File: src/rtl/fetch_unit_pkg.sv
// -----------------------------------------------------------------------------
// fetch_unit_pkg
//   Shared definitions for the instruction fetch stage: the fetch FSM state
//   encoding, default reset PC and bubble instruction, and the small address
//   helpers used by the PC logic.
// -----------------------------------------------------------------------------
package fetch_unit_pkg;

  // RUN       : fetching sequentially
  // HOLD      : decode asked us to freeze, no redirect waiting
  // HOLD_PEND : frozen, and a redirect arrived that must be applied on release
  typedef enum logic [1:0] {
    ST_RUN       = 2'd0,
    ST_HOLD      = 2'd1,
    ST_HOLD_PEND = 2'd2
  } fetch_state_e;

  localparam logic [31:0] DEFAULT_RESET_PC = 32'h0000_0064;
  localparam logic [31:0] DEFAULT_NOP_INST = 32'h0000_0000;
  localparam logic [31:0] PC_STEP          = 32'd4;

  // Instruction addresses are word aligned; the low two bits of any incoming
  // target are discarded rather than trapped.
  function automatic logic [31:0] word_align(input logic [31:0] addr);
    return {addr[31:2], 2'b00};
  endfunction

endpackage

File: src/rtl/fetch_unit_if_id_reg.sv
// -----------------------------------------------------------------------------
// if_id_reg
//   IF/ID pipeline register. Holds the fetched instruction, its PC+4 and a
//   valid flag. Control priority: reset > flush > load > hold.
//
// Ports
//   clk      : clock, rising edge
//   reset    : synchronous active-high reset (loads a bubble)
//   load_i   : capture inst_i / pc4_i as a valid fetch
//   flush_i  : replace contents with a bubble (NOP_INST, pc4 = 0, valid = 0)
//   inst_i   : instruction word from instruction memory
//   pc4_i    : PC+4 of that instruction
//   inst_o   : registered instruction
//   pc4_o    : registered PC+4
//   valid_o  : 1 = real fetch, 0 = bubble
// -----------------------------------------------------------------------------
module if_id_reg
  import fetch_unit_pkg::*;
#(
  parameter logic [31:0] NOP_INST = DEFAULT_NOP_INST
) (
  input  logic        clk,
  input  logic        reset,
  input  logic        load_i,
  input  logic        flush_i,
  input  logic [31:0] inst_i,
  input  logic [31:0] pc4_i,
  output logic [31:0] inst_o,
  output logic [31:0] pc4_o,
  output logic        valid_o
);

  logic [31:0] inst_q;
  logic [31:0] pc4_q;
  logic        valid_q;

  always_ff @(posedge clk) begin
    if (reset) begin
      inst_q  <= NOP_INST;
      pc4_q   <= 32'd0;
      valid_q <= 1'b0;
    end else if (flush_i) begin
      inst_q  <= NOP_INST;
      pc4_q   <= 32'd0;
      valid_q <= 1'b0;
    end else if (load_i) begin
      inst_q  <= inst_i;
      pc4_q   <= pc4_i;
      valid_q <= 1'b1;
    end
  end

  assign inst_o  = inst_q;
  assign pc4_o   = pc4_q;
  assign valid_o = valid_q;

endmodule

File: src/rtl/fetch_unit.sv
// -----------------------------------------------------------------------------
// fetch_unit
//   Instruction fetch stage. Owns the PC, the RUN/HOLD/HOLD_PEND FSM, the
//   pending redirect target and the committed-fetch counter; the IF/ID
//   register lives in if_id_reg.
//
// Ports
//   clk             : clock, rising edge
//   reset           : synchronous active-high reset
//   stall           : hazard hold from decode (freezes PC and IF/ID)
//   redirect        : taken branch/jump resolved downstream
//   redirect_target : byte address of the redirect destination
//   imem_addr       : current PC to instruction memory
//   imem_inst       : instruction returned combinationally by memory
//   if_id_inst      : registered instruction to decode
//   if_id_pc4       : registered PC+4 of that instruction
//   if_id_valid     : 1 = real fetch, 0 = bubble
//   fetch_count     : number of instructions committed into IF/ID
//
// Priority on every edge: reset > redirect > stall > advance.
// -----------------------------------------------------------------------------
module fetch_unit
  import fetch_unit_pkg::*;
#(
  parameter logic [31:0] RESET_PC = DEFAULT_RESET_PC,
  parameter logic [31:0] NOP_INST = DEFAULT_NOP_INST
) (
  input  logic        clk,
  input  logic        reset,
  input  logic        stall,
  input  logic        redirect,
  input  logic [31:0] redirect_target,
  output logic [31:0] imem_addr,
  input  logic [31:0] imem_inst,
  output logic [31:0] if_id_inst,
  output logic [31:0] if_id_pc4,
  output logic        if_id_valid,
  output logic [31:0] fetch_count
);

  fetch_state_e state_q, state_d;
  logic [31:0]  pc_q, pc_d;
  logic [31:0]  pend_target_q, pend_target_d;
  logic [31:0]  count_q, count_d;

  logic [31:0]  pc_plus4;
  logic [31:0]  target_aligned;
  logic         ifid_load;
  logic         ifid_flush;

  assign pc_plus4       = pc_q + PC_STEP;
  assign target_aligned = word_align(redirect_target);

  // IF/ID control. A bubble is inserted either by an immediate redirect or by
  // applying a redirect that was parked while stalled.
  always_comb begin
    ifid_load  = 1'b0;
    ifid_flush = 1'b0;
    if (redirect && !stall) begin
      ifid_flush = 1'b1;
    end else if (!redirect && !stall) begin
      if (state_q == ST_HOLD_PEND) begin
        ifid_flush = 1'b1;
      end else begin
        ifid_load = 1'b1;
      end
    end
  end

  // Next-state logic for PC, FSM, pending target and counter.
  always_comb begin
    state_d       = state_q;
    pc_d          = pc_q;
    pend_target_d = pend_target_q;
    count_d       = count_q;

    if (redirect && !stall) begin
      // Immediate redirect also cancels anything parked earlier.
      pc_d          = target_aligned;
      pend_target_d = 32'd0;
      state_d       = ST_RUN;
    end else if (redirect && stall) begin
      // Park the target; a later redirect while still stalled overwrites it.
      pend_target_d = target_aligned;
      state_d       = ST_HOLD_PEND;
    end else if (stall) begin
      // A parked redirect must survive a plain stall, so only RUN moves.
      if (state_q == ST_RUN) begin
        state_d = ST_HOLD;
      end
    end else begin
      unique case (state_q)
        ST_RUN, ST_HOLD: begin
          pc_d    = pc_plus4;
          count_d = count_q + 32'd1;
          state_d = ST_RUN;
        end
        ST_HOLD_PEND: begin
          pc_d          = pend_target_q;
          pend_target_d = 32'd0;
          state_d       = ST_RUN;
        end
        default: begin
          state_d = ST_RUN;
        end
      endcase
    end
  end

  always_ff @(posedge clk) begin
    if (reset) begin
      state_q       <= ST_RUN;
      pc_q          <= RESET_PC;
      pend_target_q <= 32'd0;
      count_q       <= 32'd0;
    end else begin
      state_q       <= state_d;
      pc_q          <= pc_d;
      pend_target_q <= pend_target_d;
      count_q       <= count_d;
    end
  end

  if_id_reg #(
    .NOP_INST (NOP_INST)
  ) u_if_id_reg (
    .clk     (clk),
    .reset   (reset),
    .load_i  (ifid_load),
    .flush_i (ifid_flush),
    .inst_i  (imem_inst),
    .pc4_i   (pc_plus4),
    .inst_o  (if_id_inst),
    .pc4_o   (if_id_pc4),
    .valid_o (if_id_valid)
  );

  assign imem_addr   = pc_q;
  assign fetch_count = count_q;

endmodule

File: config.mk
export PLATFORM = sky130hd
export DESIGN_NAME = fetch_unit
export DESIGN_NICKNAME = d
export VERILOG_FILES = /design/src/rtl/fetch_unit_pkg.sv /design/src/rtl/fetch_unit_if_id_reg.sv /design/src/rtl/fetch_unit.sv
export SDC_FILE = /design/constraint.sdc
export NUM_CORES = 1
export LEC_CHECK = 0
export ABC_AREA = 1
export BUFFER_PORTS_ARGS = -buffer_cell sky130_fd_sc_hd__buf_2
export CORE_MARGIN = 8
export CORE_UTILIZATION = 35
export CTS_CLUSTER_DIAMETER = 150
export DETAILED_ROUTE_END_ITERATION = 7
export SETUP_SLACK_MARGIN = 0.15
export SYNTH_ARGS = -nofsm -noshare
export SYNTH_HDL_FRONTEND = slang
export SYNTH_SLANG_ARGS = --single-unit
File: constraint.sdc
create_clock -name clk -period 3.97 [get_ports clk]
set_input_delay 0.5955 -clock clk [delete_from_list [all_inputs] [get_ports clk]]
set_output_delay 0.5955 -clock clk [all_outputs]
set_load 0.01 [all_outputs]
# [After elaboration in Yosys (flattened, before gate mapping)]
# Index checks and enable logic that the tools add are counted.
[word_totals] rom_bits=0 latch_bits=0 wordCells=53 memories=0 out_inout_bits=129 in_bits=68 reg_bits=161 mem_bits_rw=0
[op_classes] n_eq_ne=6 div_mod_pow=0 n_shift=0 add_sub_neg=2 mux=16 reduce_logical=17 n_lt_le_gt_ge=0 bitwise_logic=3 n_mul=0
[ops] operator="2-to-1 mux 32 bit" n=6
[ops] operator="case mux 32 bit (2 select lines)" n=1
[ops] operator="adder 32 x 1 -> 32 bit (second input constant)" n=1
[ops] operator="adder 32 x 3 -> 32 bit (second input constant)" n=1
[ops] operator="2-to-1 mux 1 bit" n=6
[ops] operator="2-to-1 mux 2 bit" n=3
[ops] operator="AND reduction 3 bit" n=2
[ops] operator="OR reduction 2 bit" n=3
[ops] operator="inequality test 2 x 1 -> 1 bit (second input constant)" n=2
[ops] operator="AND reduction 4 bit" n=1
[ops] operator="nonzero test 2 bit" n=2
[ops] operator="OR reduction 4 bit" n=1
[ops] operator="logical AND 1 bit" n=3
[ops] operator="inequality test 3 x 1 -> 1 bit (second input constant)" n=1
[ops] operator="inverter 1 bit" n=3
[ops] operator="nonzero test 3 bit" n=1
[ops] operator="equality test 2 x 1 -> 1 bit (second input constant)" n=1
[ops] operator="equality test 2 bit (second input constant)" n=1
[ops] operator="logical NOT 1 bit" n=2
[ops] operator="logical NOT 2 bit" n=1
[ops] operator="inequality test 2 bit (second input constant)" n=1
[ops] operator="AND reduction 2 bit" n=1

# [Depth between registers and ports, before layout]
# Gate-level depths: netlist of the first run.
[depth] word_depth=6 depth_mapped=10 depth_no_buf=10

# [Hierarchy]
# Synthesis of the first run repeated with hierarchy kept, for this count alone.
[unflattened] hier_cells=1304 hier_area_um2=8277.9
[by_module_without_submodules] module="fetch_unit" area_each_um2=5622.9 seq_area_each_um2=1921.8 n_inst=1 cells_each=896
[by_module_without_submodules] module="if_id_reg" area_each_um2=2655.0 seq_area_each_um2=1301.2 n_inst=1 cells_each=408

# [Least setup slack after synthesis of the first run]
# OpenSTA, ideal clock, no wires.
[synth_path] path_type="input-to-reg" startpoint="input port redirect" endpoint="register count_q[13], in the netlist fetch_count[13]" cell_stages=9 path_buffers=1 required_ns=3.853 arrival_ns=1.526 setup_ns=0.117 setup_slack_ns=2.327 cell_sequence="buf_4 -> nor2_4 -> nand2_2 -> nor2_4 -> nand2_2 -> nor2_4 -> nand3_1 -> o21ai_1 -> nor2_1"
[synth_between] elab_chain_len=3 word_cells_on_any_way=5 cone_classes="bitwise: 2; reduce/logical: 3"
[synth_rtl] element="start: declaration" line_no="fetch_unit.sv:31" rtl="input logic redirect,"
[synth_rtl] element="logical AND 1 bit, on equally long branches" line_no="fetch_unit.sv:77, fetch_unit.sv:82"
[synth_rtl] element="inverter 1 bit (no source line)"
[synth_rtl] element="AND reduction 4 bit (no source line) (*)"
[synth_rtl] element="end signal: assignment" line_no="fetch_unit.sv:120" rtl="count_q <= count_d;"
[synth_rtl] element="end: declaration" line_no="fetch_unit.sv:44" rtl="logic [31:0] count_q, count_d;"
# Every way passes the cells marked *; elsewhere a longest branch is shown, timed or not.
# A chain may end at the register's enable or synchronous reset.

# [Worst setup path after layout of the first run]
[layout_path] startpoint="input port stall" endpoint="register u_if_id_reg.pc4_q[1], in the netlist u_if_id_reg.pc4_o[1]"
[layout_between] elab_chain_len=5 word_cells_on_any_way=8 cone_classes="mux: 4; reduce/logical: 4"
[layout_rtl] element="start: declaration" line_no="fetch_unit.sv:30" rtl="input logic stall,"
[layout_rtl] element="logical NOT 1 bit (*)" line_no="fetch_unit.sv:59, fetch_unit.sv:61"
[layout_rtl] element="logical AND 1 bit" line_no="fetch_unit.sv:61" rtl="end else if (!redirect && !stall) begin"
[layout_rtl] element="2-to-1 mux 1 bit" line_no="fetch_unit.sv:61"
[layout_rtl] element="2-to-1 mux 1 bit" line_no="fetch_unit.sv:59" rtl="if (redirect && !stall) begin"
[layout_rtl] element="OR reduction 2 bit (no source line)"
[layout_rtl] element="end signal: assignment" line_no="fetch_unit_if_id_reg.sv:48" rtl="pc4_q <= pc4_i;"
[layout_rtl] element="end: declaration" line_no="fetch_unit_if_id_reg.sv:34" rtl="logic [31:0] pc4_q;"
# Marks and branches as above.

==> impl_metrics.json, run 1 <==
{
  "status": "complete, no violations",
  "min_path_cells": 3,
  "finish.cell_count_without_fillers": 1619,
  "worstHoldPathType": "primary input to flip-flop",
  "clk_latency_ps": 420,
  "cpPeakStageDelay_ps": 690,
  "die_area_um2": 27000,
  "crit_path_top_delay_cell": "inv_2",
  "powerDensity_nw_per_um2": 386.7,
  "cts_buffers": 17,
  "pwr-share-comb_pct": 9.9,
  "ir_drop_mv": 0.2680,
  "root_buffer": "clkbuf_16",
  "worstPathMaxFanout": 44,
  "vias": 7979,
  "syn_nets": 1233,
  "detail-route-antenna-nets": 0,
  "yosysWarnings": 0,
  "drt_first_pass_iters": 6,
  "cts_tree": "done",
  "htreeDepth": 4,
  "clock_path_buffers": 2,
  "r2r_start": "state_q[1]",
  "synth_common_cells": "367 x nand2_1, 171 x a21oi_1, 161 x dfxtp_1",
  "fp-row-count": 54,
  "dp_hpwl_mm": 18.17,
  "p_clk_share_pct": 42.4,
  "critPathKind": "primary input to flip-flop",
  "drv_slew": 0,
  "drtIter0Drc": 646,
  "cts_num_sinks": 161,
  "internal_power_mw": 2.615,
  "fmax_ghz": 0.4145,
  "regToRegSetupSlack_ps": 1770,
  "holdCritStartpoint": "imem_inst[20]",
  "r2r_end": "u_if_id_reg.pc4_o[1]",
  "yosysSeqAreaShare_pct": 41.86,
  "swShare_pct": 27.65,
  "fin_skew_ps": 11.18,
  "synth.most_common_cell": "nand2_1",
  "worstPathArrival_ps": 2740,
  "ys.flop_type": "dfxtp_1",
  "coreArea_um2": 21690,
  "synth_edf_count": 0,
  "grt_pass1_vias": 7146,
  "final-hold-violation-count": 0,
  "worst-r2r-cell-count": 6,
  "layout.nets": 1397,
  "areaGrowthSynthToFinish_pct": 21.38,
  "worstMarginPinSlew_ps": 1006,
  "pin_count": 197,
  "avgRoutedWirePerCell_um": 15.47,
  "p_seq_share_pct": 47.6,
  "crit_cells": 7,
  "worst_path_most_repeated_cell": "nor2_1",
  "start_util_pct": 35.50,
  "cp-end-kind": "flip-flop",
  "min_period_ps": 2412,
  "rsz0062_at_grt": "no",
  "synth-seq-cells": 161,
  "min_period_over_period_pct": 60.77,
  "drc": 0,
  "place_ws_ps": 1112,
  "synth_top_area_share_pct": 41.86,
  "syn_inst": 1162,
  "synth_top_area_cell": "dfxtp_1",
  "die_width_um": 164.3,
  "syn_avg_cell_area_um2": 6.626,
  "clk_pin_slew_ps": 70,
  "required_ps": 4300,
  "die_h_um": 164.3,
  "layout_setup_ws_ps": 1558,
  "crit_chain": "buf_2, nor2_1, nand2_2, inv_2, buf_4, nor2_1, a211oi_1",
  "grt_max_degree": 68,
  "vias_per_cell": 4.928,
  "crit_buf_inv": 3,
  "path_delay_family": "buffers and inverters",
  "timing.hold.ws_ps": 422.2,
  "p_sw_mw": 0.9996,
  "synth_cell_types": 34,
  "netlist_area_um2": 7700,
  "gp_congestion": 0.8707,
  "drive_gt1_share_pct": 19.87,
  "routed_wl_mm": 25.04,
  "setup_tns_ps": 0,
  "overflow": 0,
  "p_leak_nw": 3.843,
  "holdPathEnd": "u_if_id_reg.inst_o[20]",
  "grt_use_total_pct": 17.97,
  "grt_pass1_wl_mm": 38.50,
  "synthTopCellsByArea": "dfxtp_1 42%, nand2_1 18%, a21oi_1 11%, nand3_1 6.5%, nor2_1 5.5%",
  "port-buffer-count": 194,
  "placed_cells": 1587,
  "cts-resized-gates": 0,
  "antenna_found_initial": 0,
  "drv_cap": 0,
  "insertedDiodeCount": 0,
  "cts_hold_buf": 0,
  "synthArstFlopShare_pct": 0,
  "final-setup-viol-count": 0,
  "crit_path_start_kind": "primary input",
  "maxSlewHeadroom_pct": 32.89,
  "post-cts-setup-buffers": 0
}
==> per-layer routing <==
layer | global-route usage, % | wire [um]
met5 | 0 | 0
met4 | 5.041 | 408
met3 | 4.486 | 1575
met2 | 30.17 | 12130
met1 | 22.41 | 10920
==> worst max path at each step <==
stage	startpoint	end	slack [ps]
finish	stall	u_if_id_reg.pc4_o[1]	1560
global route	stall	u_if_id_reg.pc4_o[0]	1430
CTS	stall	u_if_id_reg.pc4_o[0]	1570
detailed placement	stall	u_if_id_reg.pc4_o[0]	1110
global placement	stall	u_if_id_reg.pc4_o[1]	1150
floorplan	redirect	fetch_count[13]	2330
==> area by class of cell <==
class	count	area [um^2]
clock buffers	18	439.2
clock inverters	14	107.6
fillers	2322	12340
inverters	82	307.8
multi-input cells	861	3880
flip-flops and latches	161	3223
well taps	280	350.3
repair buffers	203	1039
==> worst register-to-register path: stages (launching register included) <==
cell and delay, ps:
dfxtp_1 360, nand2_2 150, nand2_2 270, inv_2 700, buf_4 390, nor2_1 60
a211oi_1 190
==> power groups by stage <==
| stage | Clock, mW | Sequential, mW | Combinational [mW] |
|---|---|---|---|
| 3_5_place_dp | 0 | 1.76 | 0.363 |
| 4_1_cts | 1.57 | 1.72 | 0.364 |
| 5_1_grt | 1.64 | 1.73 | 0.399 |
| 6_report | 1.53 | 1.72 | 0.359 |
| 2_1_floorplan | 0 | 1.77 | 0.202 |
| 3_3_place_gp | 0 | 1.76 | 0.360 |
==> registers in the layout, summed over array words and instances, names as in the netlist <==
signal	flops
fetch_count	32
pend_target_q	30
u_if_id_reg.valid_o	1
imem_addr	32
u_if_id_reg.inst_o	32
u_if_id_reg.pc4_o	32
state_q	2
==> stage by stage <==
step,util [%],power [mW],cell area [um^2]
finish,43.09,3.615,9346
global route,43.09,3.773,9346
CTS,43.09,3.655,9346
detailed placement,40.57,2.120,8800
global placement,40.57,2.115,8800
floorplan,-,1.969,7700
==> cell usage in the layout, fill, tap and decap left out, types with 2 or more instances in the layout <==
master	count
nand3_1	100
a211oi_1	2
dfxtp_1	161
clkbuf_16	17
clkinvlp_4	5
buf_2	194
buf_4	9
o211ai_1	3
nor2_1	111
nand4_1	7
clkinv_2	3
a221oi_1	4
ha_1	3
a31oi_1	4
o21ai_1	4
o21a_1	2
nor2_4	6
inv_6	2
or2_2	3
nand2_1	366
nor2_2	7
nand3_2	2
xor2_1	5
inv_2	4
o21ai_0	46
nor3_1	3
clkinv_4	3
inv_1	77
a21oi_1	171
nand2_2	8
==> cell families after synthesis <==
group | count (synthesis) | synth area share, %
simple gates | 616 | 33.36
compound gates | 237 | 15.91
buf+inv | 140 | 7.816
flops | 161 | 41.86
xor+xnor | 5 | 0.5687
fa+ha+maj | 3 | 0.4875
Power figures use the tool's default switching activity.
==> run 2, diff against run 1 <==
==> constraint.sdc (replaced) <==
create_clock -name clk -period 2.5 [get_ports clk]
set_input_delay 0.375 -clock clk [delete_from_list [all_inputs] [get_ports clk]]
set_output_delay 0.375 -clock clk [all_outputs]
set_load 0.01 [all_outputs]
==> run 2 against run 1 <==
Against the previous run: register-to-register slack got worse by 1100 ps; global-route usage rose by 0.75 points; first-iteration DRC count decreased by 18%; clock skew increased by 6.0 ps; core utilization is 0.63 points higher; hold slack worse by 240 ps; critical path depth grew 1.
==> impl_metrics.json, run 2 (synthesis results as in run 1) <==
{
  "routed_wl_mm": 25.68,
  "setup_tns_ps": 0,
  "holdCritStartpoint": "imem_inst[23]",
  "clock_path_buffers": 2,
  "cts-resized-gates": 0,
  "vias_per_cell": 4.928,
  "drive_gt1_share_pct": 20.28,
  "cts_buffers": 17,
  "htreeDepth": 4,
  "rsz0062_at_grt": "no",
  "placed_cells": 1594,
  "die_area_um2": 27000,
  "start_util_pct": 35.50,
  "worstPathMaxFanout": 7,
  "vias": 8013,
  "grt_max_degree": 57,
  "setup.worst_path.start": "imem_addr[2]",
  "drt_first_pass_iters": 5,
  "maxSlewHeadroom_pct": 62.45,
  "worst_path_most_repeated_cell": "nand2_1",
  "final_common_cell": "nand2_1",
  "worstPathArrival_ps": 2200,
  "clk_latency_ps": 430,
  "p_leak_nw": 3.912,
  "die_h_um": 164.3,
  "min_period_over_period_pct": 73.24,
  "detail-route-antenna-nets": 0,
  "power_mw": 5.924,
  "drc": 0,
  "final-hold-violation-count": 0,
  "crit_path_start_kind": "flip-flop",
  "dp_hpwl_mm": 18.70,
  "cts_num_sinks": 161,
  "grt_pass1_vias": 7573,
  "fin_skew_ps": 17.22,
  "min_period_ps": 1831,
  "crit_path_top_delay_cell": "dfxtp_1",
  "pin_count": 197,
  "antenna_found_initial": 0,
  "grt_pass1_wl_mm": 40.03,
  "cp-end-kind": "flip-flop",
  "root_buffer": "clkbuf_16",
  "required_ps": 2870,
  "drv_cap": 0,
  "gp_congestion": 0.9130,
  "cts_tree": "done",
  "critPathKind": "flip-flop to flip-flop",
  "avgRoutedWirePerCell_um": 15.79,
  "layout.nets": 1404,
  "finish.cell_count_without_fillers": 1626,
  "cts_hold_buf": 0,
  "overflow": 0,
  "r2r_start": "imem_addr[2]",
  "post-cts-setup-buffers": 0,
  "drtIter0Drc": 528,
  "grt_use_total_pct": 18.72,
  "final-setup-viol-count": 0,
  "worstHoldPathType": "primary input to flip-flop",
  "worstMarginPinSlew_ps": 563.2,
  "crit_chain": "ha_1, nand2_1, nor2_2, nand2_2, nor2_4, xor2_1, nand2_1, a21oi_1",
  "fmax_ghz": 0.5462,
  "die_width_um": 164.3,
  "areaGrowthSynthToFinish_pct": 23.16,
  "insertedDiodeCount": 0,
  "clk_pin_slew_ps": 80,
  "ir_drop_mv": 0.3793,
  "port-buffer-count": 194,
  "cpPeakStageDelay_ps": 490,
  "powerDensity_nw_per_um2": 624.7,
  "coreArea_um2": 21690,
  "drv_slew": 0,
  "fp-row-count": 54,
  "status": "complete, no violations",
  "final_cell_mix": "366 x nand2_1, 194 x buf_2, 171 x a21oi_1, 161 x dfxtp_1, 111 x nor2_1",
  "fillers": 2268
}
[run 2: cell type report]
type	instances	area, um^2	share of cell area [%]
Clock buffer	17	425.4	4.486
Clock inverter	15	167.7	1.768
Inverter	82	307.8	3.246
Multi-Input combinational cell	861	3880	40.92
Sequential cell	161	3223	33.99
Tap cell	280	350.3	3.694
Timing Repair Buffer	210	1129	11.90
[run 2: where the power goes]
group	switching (mW)	internal, mW
registers	0.0884	2.65
logic	0.380	0.208
clock network	1.26	1.34
total	1.72	4.20
[run 2: through the flow]
step	util (%)	instance area [um^2]	setup WS, ps	hold slack (ps)
final	43.72	9483	669.1	184.1
after global routing	43.72	9483	471.7	166.9
after CTS	43.72	9483	689.1	167.1
after detailed placement	40.99	8890	571.1	444.7
after global placement	40.99	8890	604.9	439.7
after floorplan	-	7700	1006	431.3
[run 2: per-layer routing]
metal / vias to the layer above / global-route usage (%) / share of wire (%)
met3: 40 / 4.010 / 6.4
li1: 4127 / - / -
met1: 3613 / 23.32 / 43
met5: - / 0 / 0
met2: 233 / 30.86 / 48
met4: 0 / 7.686 / 2.9
[run 2: final timing paths]
path                                 end  slack (ps)  depth (start not counted)
setup / recovery           imem_addr[18]         670                          8
hold / removal    u_if_id_reg.inst_o[23]         180                          3
setup reg to reg           imem_addr[18]         670                          8
hold reg to reg             imem_addr[1]         450                          2
[run 2: critical path, delay by kind of cell, from the launching register on]
family	cells	cell delay, ps
AO/OA/AOI/OAI	1	140
XOR/XNOR	1	170
adder cells (fa/ha/maj)	1	220
flip-flops	1	490
AND/OR/NAND/NOR	5	750
==> run 3, diff against run 2 <==
==> constraint.sdc (replaced) <==
create_clock -name clk -period 1.6 [get_ports clk]
set_input_delay 0.24 -clock clk [delete_from_list [all_inputs] [get_ports clk]]
set_output_delay 0.24 -clock clk [all_outputs]
set_load 0.01 [all_outputs]
==> run 3 against run 2 <==
Against the previous run: global-route usage barely moved; setup slack got worse by 570 ps; hold slack got worse by 120 ps; register-to-register slack got worse by 570 ps; cell area rose by 14%; flip-flop and latch count did not move; via count rose by 4.3%; core utilization rose by 5.9 points; combinational power rose by 99%; die area did not move; routed wire length rose by 3.6%.
==> impl_metrics.json, run 3 (synthesis results as in run 1) <==
{
  "final-hold-violation-count": 0,
  "gp_congestion": 0.8816,
  "vias": 8361,
  "final_common_cell": "nand2_1",
  "routed_wl_mm": 26.62,
  "areaGrowthSynthToFinish_pct": 39.83,
  "cp-end-kind": "flip-flop",
  "powerDensity_nw_per_um2": 917.7,
  "cts_num_sinks": 161,
  "holdPathEnd": "u_if_id_reg.inst_o[28]",
  "rsz0062_at_grt": "yes",
  "insertedDiodeCount": 0,
  "p_leak_nw": 4.430,
  "pwr-share-comb_pct": 11.9,
  "ir_drop_mv": 0.6400,
  "port-buffer-count": 194,
  "cts_tree": "done",
  "dp_hpwl_mm": 19.02,
  "required_ps": 1950,
  "p_seq_share_pct": 43.2,
  "vias_per_cell": 4.947,
  "drive_gt1_share_pct": 34.40,
  "drt_first_pass_iters": 5,
  "worst-r2r-cell-count": 8,
  "timing.hold.ws_ps": 59.87,
  "cts_buffers": 17,
  "worstPathMaxFanout": 5,
  "avgRoutedWirePerCell_um": 15.75,
  "min_period_over_period_pct": 94.01,
  "die_h_um": 164.3,
  "fin_skew_ps": 8.564,
  "grt_use_total_pct": 18.68,
  "htreeDepth": 4,
  "drv_slew": 0,
  "fp-row-count": 54,
  "min_period_ps": 1504,
  "internal_power_mw": 7.325,
  "maxSlewHeadroom_pct": 78.51,
  "drtIter0Drc": 505,
  "crit_path_start_kind": "flip-flop",
  "drv_cap": 0,
  "detail-route-antenna-nets": 0,
  "clk_latency_ps": 420,
  "root_buffer": "clkbuf_16",
  "p_sw_mw": 2.556,
  "worstHoldPathType": "primary input to flip-flop",
  "min_path_cells": 3,
  "drc": 0,
  "cts_hold_buf": 0,
  "pin_count": 197,
  "regToRegSetupSlack_ps": 100,
  "r2r_end": "imem_addr[18]",
  "r2r_start": "imem_addr[3]",
  "overflow": 0,
  "clk_pin_slew_ps": 70,
  "die_area_um2": 27000,
  "coreArea_um2": 21690,
  "setup_tns_ps": 0,
  "layout.nets": 1468,
  "final_cell_mix": "347 x nand2_1, 193 x buf_2, 154 x a21oi_1, 121 x dfxtp_1, 90 x nand3_1",
  "swShare_pct": 25.86,
  "worstMarginPinSlew_ps": 322.4,
  "critPathKind": "flip-flop to flip-flop",
  "clock_path_buffers": 2,
  "fillers": 2153,
  "start_util_pct": 35.50,
  "grt_max_degree": 58,
  "grt_pass1_vias": 7596,
  "antenna_found_initial": 1,
  "grt_pass1_wl_mm": 40.23,
  "holdCritStartpoint": "imem_inst[28]",
  "p_clk_share_pct": 44.9,
  "status": "complete, no violations",
  "fmax_ghz": 0.6648,
  "worstPathArrival_ps": 1850,
  "die_width_um": 164.3,
  "final-setup-viol-count": 0
}
run 3: changes by cell type in the layout (fill, tap and decap cells not counted), sizes merged:
cell and change:
clkbuf +6, clkinvlp -1, inv -4, bufinv +4
buf +61, clkinv -2
run 3: final cells by class:
| cell class | count | area (um^2) | area share [%] |
|---|---|---|---|
| Multi-Input combinational cell | 861 | 4372 | 40.60 |
| Sequential cell | 161 | 3303 | 30.68 |
| Timing Repair Buffer | 274 | 1784 | 16.57 |
| Clock buffer | 20 | 456.7 | 4.242 |
| Tap cell | 280 | 350.3 | 3.254 |
| Inverter | 82 | 320.3 | 2.975 |
| Clock inverter | 12 | 180.2 | 1.673 |
run 3: how the worst max path moves through the flow:
stage / cells after the start / endpoint / startpoint
final: 8 / imem_addr[18] / imem_addr[3]
after global routing: 8 / imem_addr[18] / imem_addr[3]
after CTS: 9 / fetch_count[13] / state_q[1]
after detailed placement: 7 / u_if_id_reg.inst_o[2] / redirect
after global placement: 7 / u_if_id_reg.inst_o[10] / redirect
after floorplan: 8 / fetch_count[24] / fetch_count[1]
run 3: metal layers:
metal	vias to the layer above	GRT usage, %	wire length (um)
met5	-	0	12
met4	2	6.322	522
met3	36	5.088	1766
met2	214	31.26	13170
met1	3856	22.73	11140
li1	4253	-	-
run 3: repair_timing:
action / CTS / global route
endpoints found under the setup margin: 85 / 115
pin swaps: 12 / 38
resized for setup: 44 / 177
buffers inserted: 8 / 9
cloned: 0 / 3
run 3: worst max-delay path: stages (launching register included):
cell	delay, ps
dfxtp_4	410
ha_4	160
nand2_4	60
nor2_4	130
nand2_4	90
nor2_4	190
xor2_1	160
nand2_1	100
a21oi_1	130
run 3: power groups by stage:
stage	Combinational, mW	Sequential (mW)	Clock (mW)
after global routing	1.29	4.28	4.71
after detailed placement	1.03	4.34	0
after CTS	1.06	4.25	4.53
after floorplan	0.502	4.38	0
after global placement	1.02	4.34	0
final	1.17	4.27	4.44
run 3: through the flow:
| step | instances | setup slack [ps] | total power [mW] | cell area [um^2] | util [%] |
|---|---|---|---|---|---|
| floorplan | 1162 | 187.4 | 4.886 | 7704 | - |
| global placement | 1638 | 31.08 | 5.361 | 9261 | 42.70 |
| detailed placement | 1638 | -17.76 | 5.374 | 9261 | 42.70 |
| CTS | 1678 | 122.5 | 9.848 | 10090 | 46.53 |
| global route | 1690 | 24.59 | 10.29 | 10770 | 49.64 |
| finish | 1690 | 95.80 | 9.881 | 10770 | 49.64 |
